### src/rtl/spike_delay_line_if.sv
// Bundle of the time-step, spike and delay-configuration signals of the
// spike delay line. The optional flush line is present only when
// SPIKE_DELAY_FLUSH_EN is defined.
interface spike_delay_line_if #(
    parameter int M  = 8,
    parameter int DW = 3
);
    logic              enable;
    logic [M-1:0]      input_spikes;
    logic [M*DW-1:0]   delays;
    logic              delay_load;
    logic [M-1:0]      delayed_spikes;
    logic              pending;
`ifdef SPIKE_DELAY_FLUSH_EN
    logic              flush;

    modport master (
        output enable, input_spikes, delays, delay_load, flush,
        input  delayed_spikes, pending
    );
    modport slave (
        input  enable, input_spikes, delays, delay_load, flush,
        output delayed_spikes, pending
    );
`else
    modport master (
        output enable, input_spikes, delays, delay_load,
        input  delayed_spikes, pending
    );
    modport slave (
        input  enable, input_spikes, delays, delay_load,
        output delayed_spikes, pending
    );
`endif
endinterface

### src/rtl/spike_delay_line.sv
// Per-synapse programmable axonal delay ahead of the LIF neuron.
// Each of the M spike lines is re-emitted after its own delay, counted in
// enable (time-step) strobes. A delay of 0 is a one-clock registered
// pass-through. Optional macro SPIKE_DELAY_FLUSH_EN adds a flush input that
// wipes in-flight spikes while keeping the loaded delays.
module spike_delay_line #(
    parameter int M  = 8,
    parameter int DW = 3
) (
    input  logic                clk,
    input  logic                reset,
    spike_delay_line_if.slave   bus
);
    localparam int MAX_DELAY = (1 << DW) - 1;

    logic [DW-1:0]        r_delay    [M];
    logic [MAX_DELAY:1]   r_hist     [M];
    logic [M-1:0]         r_out;
    logic                 r_pending;

    // Bit 0 is the current input, bits 1..MAX_DELAY the history, so a delay
    // value indexes its tap directly and delay 0 selects the live input.
    logic [MAX_DELAY:0]   w_ext      [M];
    logic [MAX_DELAY:1]   w_hist_nxt [M];
    logic [M-1:0]         w_tap;
    logic                 w_clear;
    logic                 w_advance;
    logic                 w_any;

    // Flush (when built in) wins over a time step on the same edge.
    always_comb begin
`ifdef SPIKE_DELAY_FLUSH_EN
        w_clear = bus.flush;
`else
        w_clear = 1'b0;
`endif
        w_advance = bus.enable & ~w_clear;
    end

    // Tap selection (before the shift) and next history per line.
    always_comb begin
        w_any = 1'b0;
        for (int i = 0; i < M; i++) begin
            w_ext[i] = {r_hist[i], bus.input_spikes[i]};
            w_tap[i] = w_ext[i][r_delay[i]];
            if (w_clear) begin
                w_hist_nxt[i] = '0;
            end else if (w_advance) begin
                w_hist_nxt[i] = w_ext[i][MAX_DELAY-1:0];
            end else begin
                w_hist_nxt[i] = r_hist[i];
            end
            w_any = w_any | (|w_hist_nxt[i]);
        end
    end

    // Delay registers, history shift, registered output and pending flag.
    always_ff @(posedge clk or negedge reset) begin
        if (!reset) begin
            for (int i = 0; i < M; i++) begin
                r_delay[i] <= '0;
                r_hist[i]  <= '0;
            end
            r_out     <= '0;
            r_pending <= 1'b0;
        end else begin
            for (int i = 0; i < M; i++) begin
                if (bus.delay_load) begin
                    r_delay[i] <= bus.delays[i*DW +: DW];
                end
                r_hist[i] <= w_hist_nxt[i];
            end
            if (w_clear) begin
                r_out <= '0;
            end else if (w_advance) begin
                r_out <= w_tap;
            end
            r_pending <= w_any;
        end
    end

    assign bus.delayed_spikes = r_out;
    assign bus.pending        = r_pending;

endmodule

### src/flat_wrapper.sv
// flat-port wrapper written by rule: the top's interface ports become plain ports
module spike_delay_line_flat 
#(
    parameter int M  = 8,
    parameter int DW = 3
)
  (clk, reset, bus_enable, bus_input_spikes, bus_delays, bus_delay_load, bus_delayed_spikes, bus_pending);
  spike_delay_line_if #(.M(M), .DW(DW)) bus_i ();
  input  logic clk;
  input  logic reset;
  input wire logic [$bits(bus_i.enable)-1:0] bus_enable;
  input wire logic [$bits(bus_i.input_spikes)-1:0] bus_input_spikes;
  input wire logic [$bits(bus_i.delays)-1:0] bus_delays;
  input wire logic [$bits(bus_i.delay_load)-1:0] bus_delay_load;
  output wire logic [$bits(bus_i.delayed_spikes)-1:0] bus_delayed_spikes;
  output wire logic [$bits(bus_i.pending)-1:0] bus_pending;
  assign bus_i.enable = bus_enable;
  assign bus_i.input_spikes = bus_input_spikes;
  assign bus_i.delays = bus_delays;
  assign bus_i.delay_load = bus_delay_load;
  assign bus_delayed_spikes = bus_i.delayed_spikes;
  assign bus_pending = bus_i.pending;
  spike_delay_line #(.M(M), .DW(DW)) u_core (.clk(clk), .reset(reset), .bus(bus_i));
endmodule
### config.mk
export PLATFORM = sky130hd
export DESIGN_NAME = spike_delay_line_flat
export DESIGN_NICKNAME = d
export VERILOG_FILES = /design/src/rtl/spike_delay_line_if.sv /design/src/rtl/spike_delay_line.sv /design/src/flat_wrapper.sv
export SDC_FILE = /design/constraint.sdc
export NUM_CORES = 1
export LEC_CHECK = 0
export CORE_MARGIN = 2
export CORE_UTILIZATION = 55
export DETAILED_ROUTE_END_ITERATION = 16
export GPL_ROUTABILITY_DRIVEN = 0
export GPL_TIMING_DRIVEN = 0
export PLACE_DENSITY = 0.83
export REMOVE_ABC_BUFFERS = 1
export SLEW_MARGIN = 5
export SYNTH_ARGS = -nofsm -noshare
export SYNTH_HDL_FRONTEND = slang
export SYNTH_SLANG_ARGS = --single-unit
### constraint.sdc
create_clock -name clk -period 2.32 [get_ports clk]
set_clock_uncertainty 0.1 [all_clocks]
set_input_delay 0.464 -clock clk [delete_from_list [all_inputs] [get_ports clk]]
set_output_delay 0.464 -clock clk [all_outputs]
set_load 0.01 [all_outputs]
-- Word-level counts from Yosys, hierarchy flattened
Cells that the tools add are included.
W data, S select, Z words.
- ROM bits: 0
- bits in writable memories: 0
- bits of input ports: 36
- word-level logic and storage cells: 65
- memories kept: 0
- register bits: 89
- bits in latches: 0
- output and inout port bits: 9
- bitwise gates (word level): 7
- multiplexer cells: 24
- $lt $le $gt $ge: 8
- multiply operators: 0
- equal/unequal tests: 0
- div/mod/pow operators: 0
- reductions and logical operators: 8
- add/subtract/negate cells: 0
- shift operators: 0
- operator list (operator ; count):
    $mux W7 ; 8
    $reduce_or A7 Y1 ; 8
    $lt A3 B4 Y1 const B ; 8
    $bmux W1 S3 ; 8
    $mux W1 ; 8
    $or A1 B1 Y1 ; 7

-- Longest topological paths before layout
- word-level depth: 9
- mapped depth: 6
- mapped depth without buffers: 4

-- Worst setup path before layout
No wires, ideal clock.
- path kind: input to register
- start point: input bus_enable
- end point: register u_core.r_pending (netlist: u_core.bus.pending)
- stages on the path: 5
- data required time: 2088 ps
- path slack: 428 ps
- arrival: 1660 ps
- cells stage by stage: buf_6 > mux2_4 > or3_1 > a2111oi_2 > nand3_1
- RTL lines (element ; RTL line ; text):
    start: declaration ; flat_wrapper.sv:11 ; input wire logic [$bits(bus_i.enable)-1:0] bus_enable;
    end signal: assignment ; spike_delay_line.sv:78 ; r_pending <= w_any;
    end: declaration ; spike_delay_line.sv:19 ; logic r_pending;

==> impl_metrics.py <==
metrics = {
    "setup_path": {
        "end_kind": "flip-flop",
        "critPathTopFamily": "simple AND/OR/NAND/NOR gates",
        "crit_chain": "buf_6 -> mux2_4 -> or3_1 -> a2111oi_2 -> nand3_1",
        "cp_slowest_stage_delay_ns": 0.49,
        "crit_fanout": 82,
        "critPathBufInv": 1,
        "cp.arrival_ns": 2.27,
        "cp.required_ns": 2.44,
        "critPathKind": "input port to flip-flop",
        "critPathSlowestCell": "buf_6",
        "startpoint_type": "input port",
    },
    "global_routing": {
        "grt_max_degree": 83,
        "grt_pass1_wl_um": 11850,
        "overflow": 0,
        "grt_pass1_vias": 2366,
        "track_usage_pct": 20.79,
        "antenna_found_initial": 0,
    },
    "cts": {
        "cts_buffers": 9,
        "ctsLongestPathBuffers": 2,
        "cts.reportedPaths.clkPinSlew_ns": 0.08,
        "clock_latency_ns": 0.36,
        "h-tree-depth": 3,
        "postCtsSetupRepairBufs": 0,
        "cts_tree": "built",
        "clock-sinks": 89,
        "cts.root.buffer_cell": "clkbuf_8",
    },
    "routing": {
        "vias_per_cell": 5.819,
        "first_pass_iters": 4,
        "antenna_left": 0,
        "wl_um": 7389,
        "num_vias": 2351,
        "drt_iter0_markers": 131,
        "drc": 0,
        "wl_per_cell_um": 18.29,
    },
    "floorplanning": {
        "core_mm2": 0.006832,
        "start_util_pct": 57.45,
        "die_w_um": 88.48,
        "io_pins": 45,
        "die_h_um": 88.48,
        "die_area_mm2": 0.007828,
        "rows": 30,
    },
    "sta": {
        "hold_violations": 0,
        "period_needed_ns": 2.150,
        "setup_tns_ns": 0,
        "max_freq_mhz": 465.1,
        "maxSlewViolCount": 0,
        "setup_viol": 0,
        "slew_headroom_pct": 23.18,
        "rsz0062_at_grt": "false",
        "min_period_over_period_pct": 92.67,
        "tightest_slew_ns": 1.149,
    },
    "synth": {
        "synth_seq_cells": 89,
        "synth-edff-count": 0,
        "syn_area_per_cell_um2": 15.15,
        "yosys_warnings": 0,
        "syn_inst": 259,
        "syn-cell-area_mm2": 0.003925,
        "synth_top_area_share_pct": 56.74,
        "synthArstFlopShare_pct": 100.0,
        "synth_cell_type_count": 21,
        "seq_area_frac_synth_pct": 56.74,
        "synth_ff_type": "dfrtp_1",
        "synth_area_leaders": "dfrtp_1, mux2_2, mux4_2, mux2i_1, nor4_1",
        "synth_top_area_cell": "dfrtp_1",
    },
    "placed_design": {
        "io_buffers": 44,
        "place_hpwl_um": 5157,
    },
    "power_and_ir_drop": {
        "switchingPower_uw": 1098,
        "power.density_mw_per_mm2": 885.1,
        "p_seq_share_pct": 53.3,
        "swShare_pct": 26.51,
        "leakagePower_uw": 0.001871,
        "clkPwrFrac_pct": 27.3,
        "combPwrFrac_pct": 19.4,
        "irDropWorstVdd_v": 0.0005786,
        "p_int_uw": 3043,
        "total_power_uw": 4141,
    },
    "outcome": {
        "outcome": "completed",
    },
    "job": {
        "drv_cap": 0,
    },
    "final_layout": {
        "antenna_cells": 0,
        "area_growth_pct": 19.19,
        "drive_gt1_share_pct": 36.69,
        "num-nets-final": 340,
    },
    "hold_path": {
        "hold_path.class": "flip-flop to flip-flop",
    },
}
layout make-up:
class / count / area, µm²
fillers: 510 / 2153
flip-flops and latches: 89 / 2227
repair buffers: 46 / 476.7
multi-input cells: 158 / 1644
clock buffers: 12 / 145.1
clock inverters: 3 / 65.06
well taps: 96 / 120.1
worst reg2reg max path: cells and delay by family, from the launching register on:
| kind | cells | cell delay (ns) |
|---|---|---|
| DFF | 1 | 0.41 |
| AOI/OAI and AO/OA | 1 | 0.40 |
| and+or+nand+nor | 3 | 0.84 |
power groups by stage:
stage / Combinational (µW) / Clock [µW] / Sequential [µW]
2_1_floorplan: 520 / 0 / 2130
3_3_place_gp: 791 / 0 / 2210
3_5_place_dp: 812 / 0 / 2230
4_1_cts: 816 / 1160 / 2200
5_1_grt: 872 / 1230 / 2250
6_report: 804 / 1130 / 2210
what timing repair did:
action | 4_1_cts | 5_1_grt
setup endpoints to repair | 0 | 1
hold endpoints to repair | 35 | 0
resized for setup | 0 | 1
hold buffers | 1 | 0
kinds of logic after synthesis:
family | Yosys count | share of synthesized area, %
multiplexers | 104 | 34.36
AO/OA/AOI/OAI | 12 | 1.912
flip-flops | 89 | 56.74
buffers and inverters | 12 | 1.370
AND/OR/NAND/NOR | 42 | 5.610
through the flow:
step | setup WS (ns) | util, % | hold WS, ns | area (µm²) | instances
after CTS | 0.01362 | 68.42 | 0.4331 | 4674 | 404
after floorplan | 0.5543 | - | 0.06841 | 3871 | 247
after global placement | -2.435 | 64.87 | 0.4054 | 4432 | 387
final | 0.1701 | 68.48 | 0.4284 | 4678 | 404
after detailed placement | -0.3673 | 65.20 | 0.3590 | 4454 | 388
after global routing | 0.09129 | 68.48 | 0.4518 | 4678 | 404
path summary, 6_finish.rpt:
path | startpoint | endpoint | slack, ns | cells after the start
max | bus_enable | u_core.bus.pending | 0.17 | 5
min | u_core.bus.delayed_spikes[3] | u_core.bus.delayed_spikes[3] | 0.43 | 2
max reg2reg | u_core.r_hist[2] | u_core.bus.pending | 0.44 | 4
min reg2reg | u_core.bus.delayed_spikes[3] | u_core.bus.delayed_spikes[3] | 0.43 | 2
max in group asynchronous | reset | u_core.r_hist[20] | 0.99 | 3
min in group asynchronous | reset | u_core.r_delay[23] | 0.51 | 2
registers in the layout, indices dropped and copies added, names as in the netlist:
| signal | cells |
|---|---|
| u_core.bus.delayed_spikes | 8 |
| u_core.bus.pending | 1 |
| u_core.r_delay | 24 |
| u_core.r_hist | 56 |
per-layer routing:
layer | GRT usage [%] | vias to the layer above | share of wire [%]
li1 | - | 1075 | -
met1 | 28.58 | 1215 | 44
met2 | 32.67 | 52 | 50
met3 | 5.131 | 9 | 4.6
met4 | 7.438 | 0 | 1.5
met5 | 0 | - | 0
Yosys cell counts, types with 2 or more instances:
library cell  number
nand3_1            4
mux2_4             2
mux2_2            78
a21oi_1            9
or3_1              2
mux4_2            16
nor2_1            13
dfrtp_1           89
nand4_1            3
nor4_1            12
nor3_1             5
clkbuf_1           9
mux2i_1            8
a22oi_1            2
placed cells by master (no fill, tap or decap), types with 2 or more instances in the layout:
cell,synthesis,routed
nor2_1,13,13
mux4_2,16,16
nand4_1,3,3
or3_1,2,2
a22oi_1,2,2
nor4_1,12,12
clkdlybuf4s50_1,0,42
mux2_4,2,2
mux2i_1,8,8
bufinv_16,0,2
mux2_2,78,78
a21oi_1,9,9
nand3_1,4,4
dfrtp_1,89,89
nor3_1,5,5
clkbuf_8,0,10
clkbuf_1,9,2
(Power assumes the default switching activity.)
